File: config.mk
export PLATFORM = sky130hd
export DESIGN_NAME = expr_result_unpacker
export DESIGN_NICKNAME = d
export VERILOG_FILES = /design/src/rtl/expr_result_unpacker.sv
export SDC_FILE = /design/constraint.sdc
export NUM_CORES = 1
export LEC_CHECK = 0
export ABC_CLOCK_PERIOD_IN_PS = 2100
export CORE_MARGIN = 2
export CORE_UTILIZATION = 53
export DETAILED_ROUTE_END_ITERATION = 8
export PLACE_DENSITY = 0.82
export SYNTH_ARGS = -nofsm -noshare
export SYNTH_HDL_FRONTEND = slang
export SYNTH_SLANG_ARGS = --single-unit
File: constraint.sdc
create_clock -name clk -period 2.1 [get_ports clk]
set_clock_uncertainty 0.1 [all_clocks]
set_input_delay 0.42 -clock clk [delete_from_list [all_inputs] [get_ports clk]]
set_output_delay 0.42 -clock clk [all_outputs]
set_load 0.005 [all_outputs]
File: src/rtl/expr_result_unpacker.sv
// expr_result_unpacker: serialises a packed 90-bit vloghammer result word into 18 sign/zero-extended 8-bit fields.
// Define EXPR_UNPACK_SIG_EN to build the per-word 16-bit rotate-xor signature on sig/sig_valid.
module expr_result_unpacker (
    input  logic        clk,
    input  logic        rst_n,
    input  logic        in_valid,
    output logic        in_ready,
    input  logic [89:0] in_y,
    output logic        out_valid,
    input  logic        out_ready,
    output logic [7:0]  out_field,
    output logic [4:0]  out_idx,
    output logic        out_signed,
    output logic        out_last,
    output logic [15:0] sig,
    output logic        sig_valid
);
    typedef enum logic {IDLE, EMIT} state_t;
    state_t state, state_nx;
    logic [89:0] sh, sh_nx;
    logic [4:0] idx, idx_nx;
    logic [1:0] ph, ph_nx;
    logic grp, grp_nx, fire, load, lastf;
    logic [7:0] field;
    // ph tracks idx%3 (field width 4/5/6); grp tracks odd groups of three, which are signed
    assign out_valid = state == EMIT;
    assign lastf = idx == 5'd17;
    assign fire = out_valid && out_ready;
    assign in_ready = state == IDLE || (fire && lastf);
    assign load = in_valid && in_ready;
    assign field = ph == 2'd0 ? {{4{grp & sh[89]}}, sh[89:86]} :
                   ph == 2'd1 ? {{3{grp & sh[89]}}, sh[89:85]} :
                                {{2{grp & sh[89]}}, sh[89:84]};
    assign out_field = out_valid ? field : 8'h00;
    assign out_idx = out_valid ? idx : 5'd0;
    assign out_signed = out_valid && grp;
    assign out_last = out_valid && lastf;
    always_comb begin
        state_nx = state;
        sh_nx = sh;
        idx_nx = idx;
        ph_nx = ph;
        grp_nx = grp;
        if (load) begin
            state_nx = EMIT;
            sh_nx = in_y;
            idx_nx = 5'd0;
            ph_nx = 2'd0;
            grp_nx = 1'b0;
        end else if (fire && lastf) begin
            state_nx = IDLE;
        end else if (fire) begin
            sh_nx = ph == 2'd0 ? sh << 4 : ph == 2'd1 ? sh << 5 : sh << 6;
            idx_nx = idx + 5'd1;
            ph_nx = ph == 2'd2 ? 2'd0 : ph + 2'd1;
            grp_nx = ph == 2'd2 ? ~grp : grp;
        end
    end
    always_ff @(posedge clk or negedge rst_n) begin
        if (!rst_n) begin
            state <= IDLE;
            sh <= '0;
            idx <= '0;
            ph <= '0;
            grp <= 1'b0;
        end else begin
            state <= state_nx;
            sh <= sh_nx;
            idx <= idx_nx;
            ph <= ph_nx;
            grp <= grp_nx;
        end
    end
`ifdef EXPR_UNPACK_SIG_EN
    logic [15:0] acc, acc_nx;
    assign acc_nx = {acc[14:0], acc[15]} ^ {8'h00, field};
    // a reload on the last handshake clears acc while sig still captures the finished word
    always_ff @(posedge clk or negedge rst_n) begin
        if (!rst_n) begin
            acc <= '0;
            sig <= '0;
            sig_valid <= 1'b0;
        end else begin
            sig_valid <= fire && lastf;
            if (load) acc <= '0;
            else if (fire) acc <= acc_nx;
            if (fire && lastf) sig <= acc_nx;
        end
    end
`else
    assign sig = 16'h0000;
    assign sig_valid = 1'b0;
`endif
endmodule

==> flow_summary.toml, run 1 <==
[clocking]
htreeDepth = 3
cts_tree = "yes"
cts_sinks = 99
clk_latency_ps = 350
numCtsBuffers = 9
cts_root_buffer = "clkbuf_16"
cts_buffer_depth = 2
clk_pin_slew_ps = 70

[yosys]
synth_top_family_by_area = "compound AO/OA/AOI/OAI gates"
syn_avg_cell_area_um2 = 9.37
synth-edff-count = 0
synth_adder_area_share_pct = 0.387
synth_cell_types = 37
syn_inst = 690
ys_seq_elements = 99
yosys_warnings = 0
synthMuxAreaShare_pct = 13.8
synth_xor_area_share_pct = 0.677
yosysSeqAreaShare_pct = 38.3
synthArstFlopShare_pct = 100
syn_area_um2 = 6470
yosys_most_used_dff = "dfrtp_1"
yosys.area_share.simple_pct = 9.37
synth-compound-area-share_pct = 29.8

[placement]
numPlacedInstances = 910
numPortBuffers = 110
dp_hpwl_um = 10800
gp_congestion = 0.884
place_area_um2 = 7670

[min_path]
min_to = "sh[2]"
hold_class = "reg2reg"
holdPathStages = 2
min_from = "sh[2]"

[setup_path]
cp_data_required_time_ps = 1580
r2r-end = "sh[25]"
ff2ff_path_depth = 7
start_kind = "register"
reg2reg_from = "ph[0]"
ff2ff_setup_slack_ps = 60
cp-end-kind = "primary output"
path_class = "reg2out"
crit_fanout = 8
worstSetupStartpoint = "out_valid"
critPathArrivalTime_ps = 1550

[routing]
routed_wl_um = 16500
viasPerCell = 5.96
drc = 0
ant_nets = 0
vias = 5585
drt-pass1-iter-count = 5
wl_per_cell_um = 17.6
first_iter_violations = 495

[finish]
design_area_um2 = 8120
drive_gt1_share_pct = 9.37
antennaDiodeCount = 0
nNetsFinal = 882
final_cell_mix = "97 x clkdlybuf4s50_1, 96 x nand2_1, 96 x dfrtp_1"
ff_latch_area_um2 = 2490
area_delta_synth_final_pct = 25.5
layoutNonFillerInstCount = 937
fill_cells = 915
layout_commonest_cell = "clkdlybuf4s50_1"
multi_input_area_um2 = 3590

[global_routing]
grt_pass1_wl_um = 26600
grt_pass1_vias = 5394
antenna_found_initial = 0
grt.total_usage_pct = 25.5
grt_start_max_net_pins = 76
grt-ovfl-total = 0

[pwr]
p_leak_nw = 4.18
internal-power_mw = 6.06
p_per_area_nw_per_um2 = 1200
ir_worst_vdd_uv = 757
p_sw_mw = 3.67
seqPwrFrac_pct = 34.4
switching_share_pct = 37.7
clock_power_share_pct = 17.8
pwr-share-comb_pct = 47.8

[timing]
hold_ws_ps = 469
rsz0062_at_grt = "yes"
worstMarginPinSlew_ps = 553
max_freq_mhz = 482
slew_violations = 0
min_period_over_period_pct = 98.7
final_hold_viol_count = 0
setup_viol = 0
tns_ps = 0
final.min_clock_period_ps = 2070
max_slew_margin_pct = 63.2

[floorplan]
ios = 128
initial_core_util_pct = 54.1
die-area_um2 = 13100
die_h_um = 114
die-width_um = 114
core_area_um2 = 12000
rows = 40

[flow_run]
cap_violations = 0

[run_status]
outcome = "finished, final reports clean"
flip-flops by register name (all words and copies together), names as in the netlist:
register	cells
ph	2
grp	1
idx	5
out_valid	1
sh	90
metal layers:
metal	GRT usage (%)	routed length [µm]
met1	34.6	7330
met2	41.9	7930
met3	3.86	926
met4	8.78	266
met5	0	0
power by group through the flow:
| stage | logic [mW] | clock network, mW | registers [mW] |
|---|---|---|---|
| 4_1_cts | 4.60 | 1.76 | 3.30 |
| 2_1_floorplan | 3.50 | 0 | 3.08 |
| 6_report | 4.64 | 1.74 | 3.34 |
| 3_5_place_dp | 4.39 | 0 | 3.38 |
| 3_3_place_gp | 4.26 | 0 | 3.35 |
| 5_1_grt | 5.13 | 1.83 | 3.43 |
through the flow:
step	setup slack, ps	util, %	power [mW]
floorplan	272	-	6.58
global placement	-74.6	64.1	7.61
detailed placement	-161	64.1	7.78
CTS	-42.6	67.6	9.67
global route	-15.3	67.8	10.4
finish	27.0	67.8	9.72
final cells by class:
type | count | share of cell area, %
multi-input combinational | 521 | 44.2
timing repair buffer | 150 | 18.9
sequential | 99 | 30.6
clock buffer | 12 | 2.91
inverter | 5 | 0.231
clock inverter | 3 | 0.802
tap | 147 | 2.27
critical path, stage by stage (launching register included):
cell	delay, ps
dfrtp_2	400
buf_6	160
buf_4	150
clkdlybuf4s50_1	490
cell usage after synthesis (2+ instances only):
| cell | n | area share, % |
|---|---|---|
| inv_1 | 5 | 0.29 |
| xnor2_1 | 2 | 0.27 |
| a221oi_1 | 3 | 0.41 |
| a22o_1 | 83 | 11 |
| o21ai_1 | 3 | 0.23 |
| o21ai_0 | 90 | 7.0 |
| nand3_1 | 5 | 0.39 |
| xor2_1 | 3 | 0.41 |
| a211oi_1 | 3 | 0.35 |
| ha_1 | 2 | 0.39 |
| buf_2 | 22 | 1.7 |
| buf_4 | 28 | 3.3 |
| nand2b_1 | 2 | 0.19 |
| buf_6 | 5 | 0.87 |
| dfrtp_1 | 99 | 38 |
| nand2_1 | 96 | 5.6 |
| and2_1 | 14 | 1.4 |
| nand4_1 | 2 | 0.19 |
| a21oi_1 | 4 | 0.31 |
| nor2_1 | 9 | 0.52 |
| mux2i_1 | 89 | 14 |
| a21o_1 | 82 | 9.5 |
| clkbuf_1 | 25 | 1.5 |
how the worst max path moves through the flow:
stage | end | slack, ps | cells after the start
after floorplan | sh[5] | 270 | 9
after global placement | sh[50] | -70 | 7
final | out_valid | 30 | 3
after detailed placement | sh[39] | -160 | 7
after CTS | out_field[3] | -40 | 6
after global routing | out_field[1] | -20 | 5
repair_timing:
action                     CTS  global route
setup buffers               11             1
pin swaps                    4             7
hold endpoints to repair    36             0
resized for setup           25            25
hold buffers                 1             0
setup endpoints to repair   17            51
kinds of logic after synthesis:
kind of cell	after synthesis
AND/OR/NAND/NOR	135
AO/OA/AOI/OAI	273
XOR/XNOR	5
multiplexers	89
buffers and inverters	86
flip-flops	99
other	1
adder cells (fa/ha/maj)	2
Power figures use the tool's default switching activity.
==> inputs of run 2 (changes only) <==
Settings changed: CORE_MARGIN 2 to 4.
==> run 2 against run 1 <==
Net effect: the flow now finishes with violations (negative setup slack); worst setup slack worse by 39 ps; critical path depth up 3; global-route usage down 2.2 points; total power down 2.4%; non-clock buffer count down 3; worst hold slack worse by 5.1 ps; critical path type unchanged; critical endpoint is now out_field[0]; largest power group unchanged.
==> flow_summary.toml, run 2 (synthesized netlist as in run 1, its figures left out) <==
[run_status]
outcome = "finished with violations"
violations = "negative setup slack"

[clocking]
clk_latency_ps = 350
cts_tree = "yes"
numCtsBuffers = 9
cts_buffer_depth = 2
htreeDepth = 3
clk_pin_slew_ps = 70
cts_sinks = 99
cts_root_buffer = "clkbuf_16"

[timing]
hold_ws_ps = 464
min_period_over_period_pct = 101
final.min_clock_period_ps = 2110
rsz0062_at_grt = "yes"
slew_violations = 0
worst_slack_ps = -11.8
worstMarginPinSlew_ps = 730
max_freq_mhz = 474
setup_viol = 1
tns_ps = -11.8
final_hold_viol_count = 0
max_slew_margin_pct = 51.3

[finish]
post-route-util_pct = 67.2
antennaDiodeCount = 0
layout_commonest_cell = "dfrtp_1"
multi_input_area_um2 = 3580
largest-register = "sh"
area_delta_synth_final_pct = 24.4
drive_gt1_share_pct = 8.64
ff_latch_area_um2 = 2480
nNetsFinal = 879
fill_cells = 954
largest_register_ffs = 90
reg.largest.list = "sh (90), idx (5), ph (2)"
final_cell_mix = "97 x dfrtp_1, 96 x nand2_1, 95 x clkdlybuf4s50_1"

[routing]
ant_nets = 0
drt-pass1-iter-count = 5
drc = 0
wl_per_cell_um = 17.7
vias = 5684
first_iter_violations = 525
viasPerCell = 6.09
routed_wl_um = 16600

[setup_path]
path_cells = "buf_6, buf_6, mux2i_1, o21ai_1, and2_1, buf_2"
path_class = "reg2out"
cpMostUsedCell = "buf_6"
critPathArrivalTime_ps = 1590
cp-end-kind = "primary output"
crit_fanout = 5
cp_data_required_time_ps = 1580
cpPeakStageDelay_ps = 500
critical_path.slowest_cell = "dfrtp_4"
start_kind = "register"

[min_path]
hold_class = "reg2reg"

[pwr]
p_leak_nw = 4.16
ir_worst_vdd_uv = 833
p_total_mw = 9.49
p_per_area_nw_per_um2 = 1180

[global_routing]
grt-ovfl-total = 0
antenna_found_initial = 0
grt_pass1_wl_um = 27200
grt_pass1_vias = 5583
grt.total_usage_pct = 23.3
grt_start_max_net_pins = 80

[placement]
dp_hpwl_um = 11300
numPortBuffers = 110
post-place-ws_ps = -124
gp_congestion = 0.841

[floorplan]
die-width_um = 118
die_h_um = 118
initial_core_util_pct = 54.1
ios = 128
die-area_um2 = 14000
core_area_um2 = 12000
rows = 40

[flow_run]
cap_violations = 0
-- run 2: per-stage QoR --
step | std cells | instance area, µm²
after floorplan | 706 | 6530
after global placement | 911 | 7680
after detailed placement | 911 | 7680
after CTS | 933 | 8020
after global routing | 934 | 8040
final | 934 | 8040
-- run 2: worst paths after layout --
check | start | endpoint | slack (ps) | cells past startpoint
max | ph[0] | out_field[0] | -10 | 6
min | sh[3] | sh[3] | 460 | 2
max reg2reg | ph[0] | sh[41] | 70 | 5
min reg2reg | sh[3] | sh[3] | 460 | 2
max in group asynchronous | rst_n | sh[47] | 860 | 3
min in group asynchronous | rst_n | sh[84] | 530 | 3
-- run 2: power by group --
group | internal, mW | switching [mW]
logic | 2.40 | 2.18
clock network | 0.861 | 0.702
registers | 2.57 | 0.769
-- run 2: final cells by class --
type	instances	area share, %
Timing Repair Buffer	147	18.7
Inverter	5	0.233
Clock inverter	2	0.156
Tap cell	147	2.29
Clock buffer	13	3.24
Multi-Input combinational cell	521	44.5
Sequential cell	99	30.9
-- run 2: repair_timing --
| item | CTS | global route |
|---|---|---|
| hold buffers | 1 | 0 |
| cloned | 0 | 1 |
| setup buffers | 6 | 0 |
| hold endpoints to repair | 56 | 0 |
| setup endpoints to repair | 10 | 26 |
| pin swaps | 2 | 8 |
| gates resized for setup | 21 | 25 |
-- run 2: metal layers --
| metal | global-route usage, % | part of all wire [%] | routed length (µm) | vias to the layer above |
|---|---|---|---|---|
| met3 | 5.89 | 5.9 | 970 | 24 |
| li1 | - | - | - | 2655 |
| met4 | 6.44 | 1.6 | 258 | 0 |
| met2 | 39.0 | 49 | 8130 | 208 |
| met5 | 0 | 0 | 0 | - |
| met1 | 30.2 | 43 | 7200 | 2797 |
-- run 2: worst max-delay path, delay by kind of cell, from the launching register on --
kind | cells | cell delay, ps
flip-flops | 1 | 500
buffers and inverters | 3 | 360
multiplexers | 1 | 150
AND/OR/NAND/NOR | 1 | 140
AO/OA/AOI/OAI | 1 | 90
